`src/rtl/spi_apb_regif.sv`:
```
// spi_apb_regif: APB register front-end for the SPI master with a TX word FIFO, RX holding register and interrupt
// Ports: PCLK/PRESETn clock and async active-low reset; PSEL/PENABLE/PWRITE/PADDR/PWDATA in and
// PRDATA/PREADY/PSLVERR out form the zero-wait-state APB slave; SPISR/MRDATA come from the SPI master;
// SPICR_1/SPICR_2/MADDR/MWDATA drive the master; irq is the registered level interrupt.
// Define SPI_APB_TXFIFO_EN for a FIFO_DEPTH-word TX FIFO; otherwise TX is a single-entry holding register.
module spi_apb_regif #(
  parameter int FIFO_DEPTH = 4
) (
  input  logic        PCLK,
  input  logic        PRESETn,
  input  logic        PSEL,
  input  logic        PENABLE,
  input  logic        PWRITE,
  input  logic [7:0]  PADDR,
  input  logic [31:0] PWDATA,
  output logic [31:0] PRDATA,
  output logic        PREADY,
  output logic        PSLVERR,
  input  logic [7:0]  SPISR,
  input  logic [31:0] MRDATA,
  output logic [7:0]  SPICR_1,
  output logic [7:0]  SPICR_2,
  output logic [7:0]  MADDR,
  output logic [31:0] MWDATA,
  output logic        irq
);
`ifdef SPI_APB_TXFIFO_EN
  localparam int DEPTH = FIFO_DEPTH;
`else
  // always 1: single-entry holding register
  localparam int DEPTH = FIFO_DEPTH / FIFO_DEPTH;
`endif
  localparam int PW = $clog2(DEPTH) + 1;
  localparam int IW = (DEPTH > 1) ? $clog2(DEPTH) : 1;
  logic [31:0]   mem_q [DEPTH];
  logic [PW-1:0] wr_ptr_q, rd_ptr_q, lvl;
  logic [IW-1:0] wr_idx, rd_idx;
  logic [7:0]    cr1_q, addr_q;
  logic          cr2_q, done_q, rxv_q, txovf_q, rxovr_q, irq_q, pready_q, pslverr_q;
  logic [2:0]    ien_q;
  logic [31:0]   rx_q, prdata_q, rdata;
  logic          rxv_d, txovf_d, rxovr_d, irq_d, pslverr_d;
  logic [31:0]   prdata_d;
  logic          empty, full, ok, setup, wr, rd, done_ev, pop, push_req, push, rx_ev, rxdr_rd, stat_w;
  logic [2:0]    off;
  logic          unused;
  assign unused   = ^PADDR[1:0];
  assign lvl      = wr_ptr_q - rd_ptr_q;
  assign empty    = wr_ptr_q == rd_ptr_q;
  assign full     = lvl == PW'(DEPTH);
  assign wr_idx   = IW'(wr_ptr_q % DEPTH);
  assign rd_idx   = IW'(rd_ptr_q % DEPTH);
  assign ok       = PADDR[7:5] == 3'b0;
  assign off      = PADDR[4:2];
  assign setup    = PSEL & ~PENABLE;
  // PREADY is high only during ACCESS, so it qualifies the commit
  assign wr       = PSEL & PENABLE & pready_q & PWRITE & ok;
  assign rd       = PSEL & PENABLE & pready_q & ~PWRITE & ok;
  assign done_ev  = SPISR[0] & ~done_q;
  assign pop      = done_ev & cr2_q & ~empty;
  assign push_req = wr & (off == 3'd3);
  // a simultaneous pop frees the slot, so a full FIFO still accepts the push
  assign push     = push_req & (~full | pop);
  assign rx_ev    = done_ev & ~cr2_q;
  assign rxdr_rd  = rd & (off == 3'd4);
  assign stat_w   = wr & (off == 3'd6);
  assign MWDATA   = empty ? '0 : mem_q[rd_idx];
  always_comb begin
    rdata = '0;
    case (off)
      3'd0: rdata = {24'b0, cr1_q};
      3'd1: rdata = {31'b0, cr2_q};
      3'd2: rdata = {24'b0, SPISR};
      3'd3: rdata = '0;
      3'd4: rdata = rx_q;
      3'd5: rdata = {24'b0, addr_q};
      3'd6: rdata = {21'b0, rxovr_q, txovf_q, rxv_q, 1'b0, full, empty, 5'(lvl)};
      3'd7: rdata = {29'b0, ien_q};
    endcase
  end
  always_comb begin
    pslverr_d = setup & (~ok | ((off == 3'd3) & (~PWRITE | full)));
    prdata_d  = (setup & ~PWRITE & ~pslverr_d) ? rdata : '0;
    rxv_d     = rx_ev | (rxv_q & ~rxdr_rd);
    // set events take priority over a coincident W1C clear
    txovf_d   = (push_req & ~push) | (txovf_q & ~(stat_w & PWDATA[9]));
    rxovr_d   = (rx_ev & rxv_q & ~rxdr_rd) | (rxovr_q & ~(stat_w & PWDATA[10]));
    irq_d     = (ien_q[0] & empty) | (ien_q[1] & rxv_q) | (ien_q[2] & (txovf_q | rxovr_q));
  end
  always_ff @(posedge PCLK)
    if (push) mem_q[wr_idx] <= PWDATA;
  always_ff @(posedge PCLK or negedge PRESETn)
    if (!PRESETn) begin
      wr_ptr_q  <= '0;
      rd_ptr_q  <= '0;
      cr1_q     <= '0;
      cr2_q     <= 1'b0;
      addr_q    <= '0;
      ien_q     <= '0;
      rx_q      <= '0;
      done_q    <= 1'b0;
      rxv_q     <= 1'b0;
      txovf_q   <= 1'b0;
      rxovr_q   <= 1'b0;
      irq_q     <= 1'b0;
      pready_q  <= 1'b0;
      pslverr_q <= 1'b0;
      prdata_q  <= '0;
    end else begin
      wr_ptr_q  <= wr_ptr_q + (push ? PW'(1) : PW'(0));
      rd_ptr_q  <= rd_ptr_q + (pop ? PW'(1) : PW'(0));
      cr1_q     <= (wr & (off == 3'd0)) ? PWDATA[7:0] : cr1_q;
      cr2_q     <= (wr & (off == 3'd1)) ? PWDATA[0] : cr2_q;
      addr_q    <= (wr & (off == 3'd5)) ? PWDATA[7:0] : addr_q;
      ien_q     <= (wr & (off == 3'd7)) ? PWDATA[2:0] : ien_q;
      rx_q      <= rx_ev ? MRDATA : rx_q;
      done_q    <= SPISR[0];
      rxv_q     <= rxv_d;
      txovf_q   <= txovf_d;
      rxovr_q   <= rxovr_d;
      irq_q     <= irq_d;
      pready_q  <= setup;
      pslverr_q <= pslverr_d;
      prdata_q  <= prdata_d;
    end
  assign PRDATA  = prdata_q;
  assign PREADY  = pready_q;
  assign PSLVERR = pslverr_q;
  assign SPICR_1 = cr1_q;
  assign SPICR_2 = {7'b0, cr2_q};
  assign MADDR   = addr_q;
  assign irq     = irq_q;
endmodule

```
`config.mk`:
```
export PLATFORM = sky130hd
export DESIGN_NAME = spi_apb_regif
export DESIGN_NICKNAME = d
export VERILOG_FILES = /design/src/rtl/spi_apb_regif.sv
export SDC_FILE = /design/constraint.sdc
export NUM_CORES = 1
export LEC_CHECK = 0
export ABC_AREA = 1
export CORE_MARGIN = 4
export CORE_UTILIZATION = 45
export CTS_CLUSTER_SIZE = 30
export DETAILED_ROUTE_END_ITERATION = 10
export PLACE_DENSITY = 0.81
export SYNTH_ARGS = -nofsm -noshare
export SYNTH_HDL_FRONTEND = slang
export SYNTH_SLANG_ARGS = --single-unit
export TNS_END_PERCENT = 100
```
`constraint.sdc`:
```
create_clock -name PCLK -period 2.79 [get_ports PCLK]
set_input_delay 0.558 -clock PCLK [delete_from_list [all_inputs] [get_ports PCLK]]
set_output_delay 0.558 -clock PCLK [all_outputs]
set_load 0.1 [all_outputs]
```
==> impl_metrics.ini <==
[floorplanning]
ios = 176
num_rows = 39
initial_core_util_pct = 46.7
dieArea_mm2 = 0.0139
die_h_um = 118
core_area_mm2 = 0.0116
die_w_um = 118

[clock_network]
htree_levels = 4
ctsResizeCount = 0
clk_pin_slew_ns = 0.06
postCtsSetupBuffers = 0
cts-buffers-inserted = 17
cts_max_path_buffers = 2
insertion_delay_ns = 0.41
cts_sinks = 125
cts_root_buffer = clkbuf_16
cts_tree = built
holdBufCountCts = 0

[worst_setup_path]
crit_arrival_ns = 1.90
critPathSlowestCell = dfrtp_1
critPathBufInv = 1
r2r-start = wr_ptr_q
r2r-end = mem_q[0][17]
reg2reg_depth = 6
crit_type = register to output pin
end_kind = output pin
max_stage_delay_ns = 0.40
crit_path_start_kind = register
worst-path-max-fanout = 37
path_cells = nand2_1 -> nand2_2 -> nor2_1 -> buf_12
crit_family = simple AND/OR/NAND/NOR gates
rrSetupSlack_ns = 0.82
critical_path_required_ns = 2.23

[timing]
setup_viol = 0
fin_skew_ns = 0.0103
rsz0062_at_grt = false
hold_violations = 0
tightestPinTransition_ns = 0.701
whs_ns = 0.152
drv_slew = 0
slew_headroom_pct = 53.1
fin_crit_sh_pct = 88.0
fin_tns_setup_ns = 0
max_freq_ghz = 0.407
min_period_ns = 2.45

[synthesis]
synthCells = 561
synth_edf_count = 32
synth.cell_area_mm2 = 0.00543
synth_cell_types = 30
seq_area_frac_synth_pct = 60.6
ys_ff_latch = 125
synth_top_area_share_pct = 42.9
synth_common_cells = nand2_1, dfrtp_1, inv_1, nor2_1, edfxtp_1
yosysTopAreaCell = dfrtp_1
yosysMostFrequentCell = nand2_1
synthArstFlopShare_pct = 74.4
yosys-top-cells-area = dfrtp_1, edfxtp_1, nand2_1
ys.warnings.count = 0
syn_avg_cell_area_um2 = 9.67
synthFlopType = dfrtp_1

[grt]
grt_antenna_before_repair = 0
grtUsageTotal_pct = 20.0
first_global_vias = 4408
use_met1_pct = 24.3
grtUsageMet2_pct = 34.7
grt_use_met3_pct = 5.53
grt_max_degree = 49
grt_pass1_wl_mm = 22.1
overflow = 0
globalRoute.busiestLayer = met2

[flow_run]
maxCapViolCount = 0

[drt]
ant_nets = 0
vias = 4259
drt_iter0_drc = 381
viasPerCell = 4.79
dr.pass1.iters = 5
wl_per_cell_um = 15.3
postRouteWirelength_mm = 13.6
drc = 0

[finish]
area_growth_pct = 42.6
layout-drive-gt1-share_pct = 23.2
num-fill-cells = 868
antenna_cells = 0
nNetsFinal = 819

[outcome]
status = completed

[placed_design]
gp_congestion = 0.884
place.detailed.hpwl_mm = 9.68
numPortBuffers = 166

[power]
powerDensity_mw_per_mm2 = 586
p_leak_uw = 0.00372
peakVddDrop_mv = 0.329

[min_path]
hp-class = input port to asynchronous set/reset pin
[per-layer routing]
layer  share of wire, %  wire length, um  vias up
met4                1.2              157        0
met2                 52             7110      152
met5                  0                0        -
li1                   -                -     2054
met3                6.4              874       13
met1                 40             5450     2040
[power breakdown]
group,total (uW),switching [uW],internal (uW)
sequential,1990,40.9,1950
clock,2010,780,1230
combinational,537,347,190
total,4540,1170,3370
[cells by family (layout without fill, tap and decap cells)]
family                 Yosys count  count (layout)  share of synthesized area [%]
AOI/OAI and AO/OA               30              30                           3.55
buffers and inverters           98             278                           8.90
DFF                            125             125                           60.6
other                            1               7                         0.0691
and+or+nand+nor                307             307                           26.9
[state kept, by name, indices dropped and copies added, names as in the netlist, named ones only]
| name | count |
|---|---|
| PRDATA | 32 |
| mem_q | 32 |
| rx_q | 32 |
| MADDR | 8 |
| SPICR_1 | 8 |
| ien_q | 3 |
| PREADY | 1 |
| PSLVERR | 1 |
| cr2_q | 1 |
| done_q | 1 |
| irq | 1 |
| rxovr_q | 1 |
| rxv_q | 1 |
| txovf_q | 1 |
| wr_ptr_q | 1 |
[per-stage QoR]
stage | setup WS (ns) | area [um2] | total power (uW) | instances | utilization, %
3_5_place_dp | 0.412 | 7190 | 2560 | 858 | 61.9
5_1_grt | 0.146 | 7730 | 4700 | 890 | 66.6
4_1_cts | 0.298 | 7730 | 4560 | 890 | 66.6
2_1_floorplan | 0.0173 | 5450 | 2340 | 567 | -
6_report | 0.335 | 7730 | 4540 | 890 | 66.6
3_3_place_gp | 0.469 | 7190 | 2540 | 858 | 61.9
[placed cells by master (no fill, tap or decap), drive strengths merged]
master	instances
nand2	185
dfrtp	93
buf	93
nor2	87
clkdlybuf4s50	81
inv	72
edfxtp	32
o21ai	26
nand3	23
clkbuf	21
clkinv	9
conb	7
nand4	5
nor3	5
a22o	3
or2	2
clkinvlp	2
a31oi	1
[cell type report]
class | instances | area, um2 | share of cell area, %
clock buffer | 21 | 483 | 6.24
sequential | 125 | 3290 | 42.5
tap | 143 | 179 | 2.31
multi-input combinational | 344 | 1690 | 21.9
clock inverter | 11 | 65.1 | 0.841
inverter | 72 | 270 | 3.49
timing repair buffer | 174 | 1760 | 22.7
[worst max-delay path by stage]
| stage | from | endpoint | slack, ns | depth (start not counted) |
|---|---|---|---|---|
| after floorplan | PREADY | mem_q[0][0] | 0.02 | 4 |
| after detailed placement | PADDR[2] | mem_q[0][3] | 0.41 | 6 |
| final | register | MWDATA[16] | 0.34 | 4 |
| after global placement | PADDR[3] | mem_q[0][8] | 0.47 | 6 |
| after CTS | wr_ptr_q | MWDATA[0] | 0.30 | 5 |
| after global routing | wr_ptr_q | MWDATA[16] | 0.15 | 5 |
No activity file was read; power rests on OpenSTA's default activity.
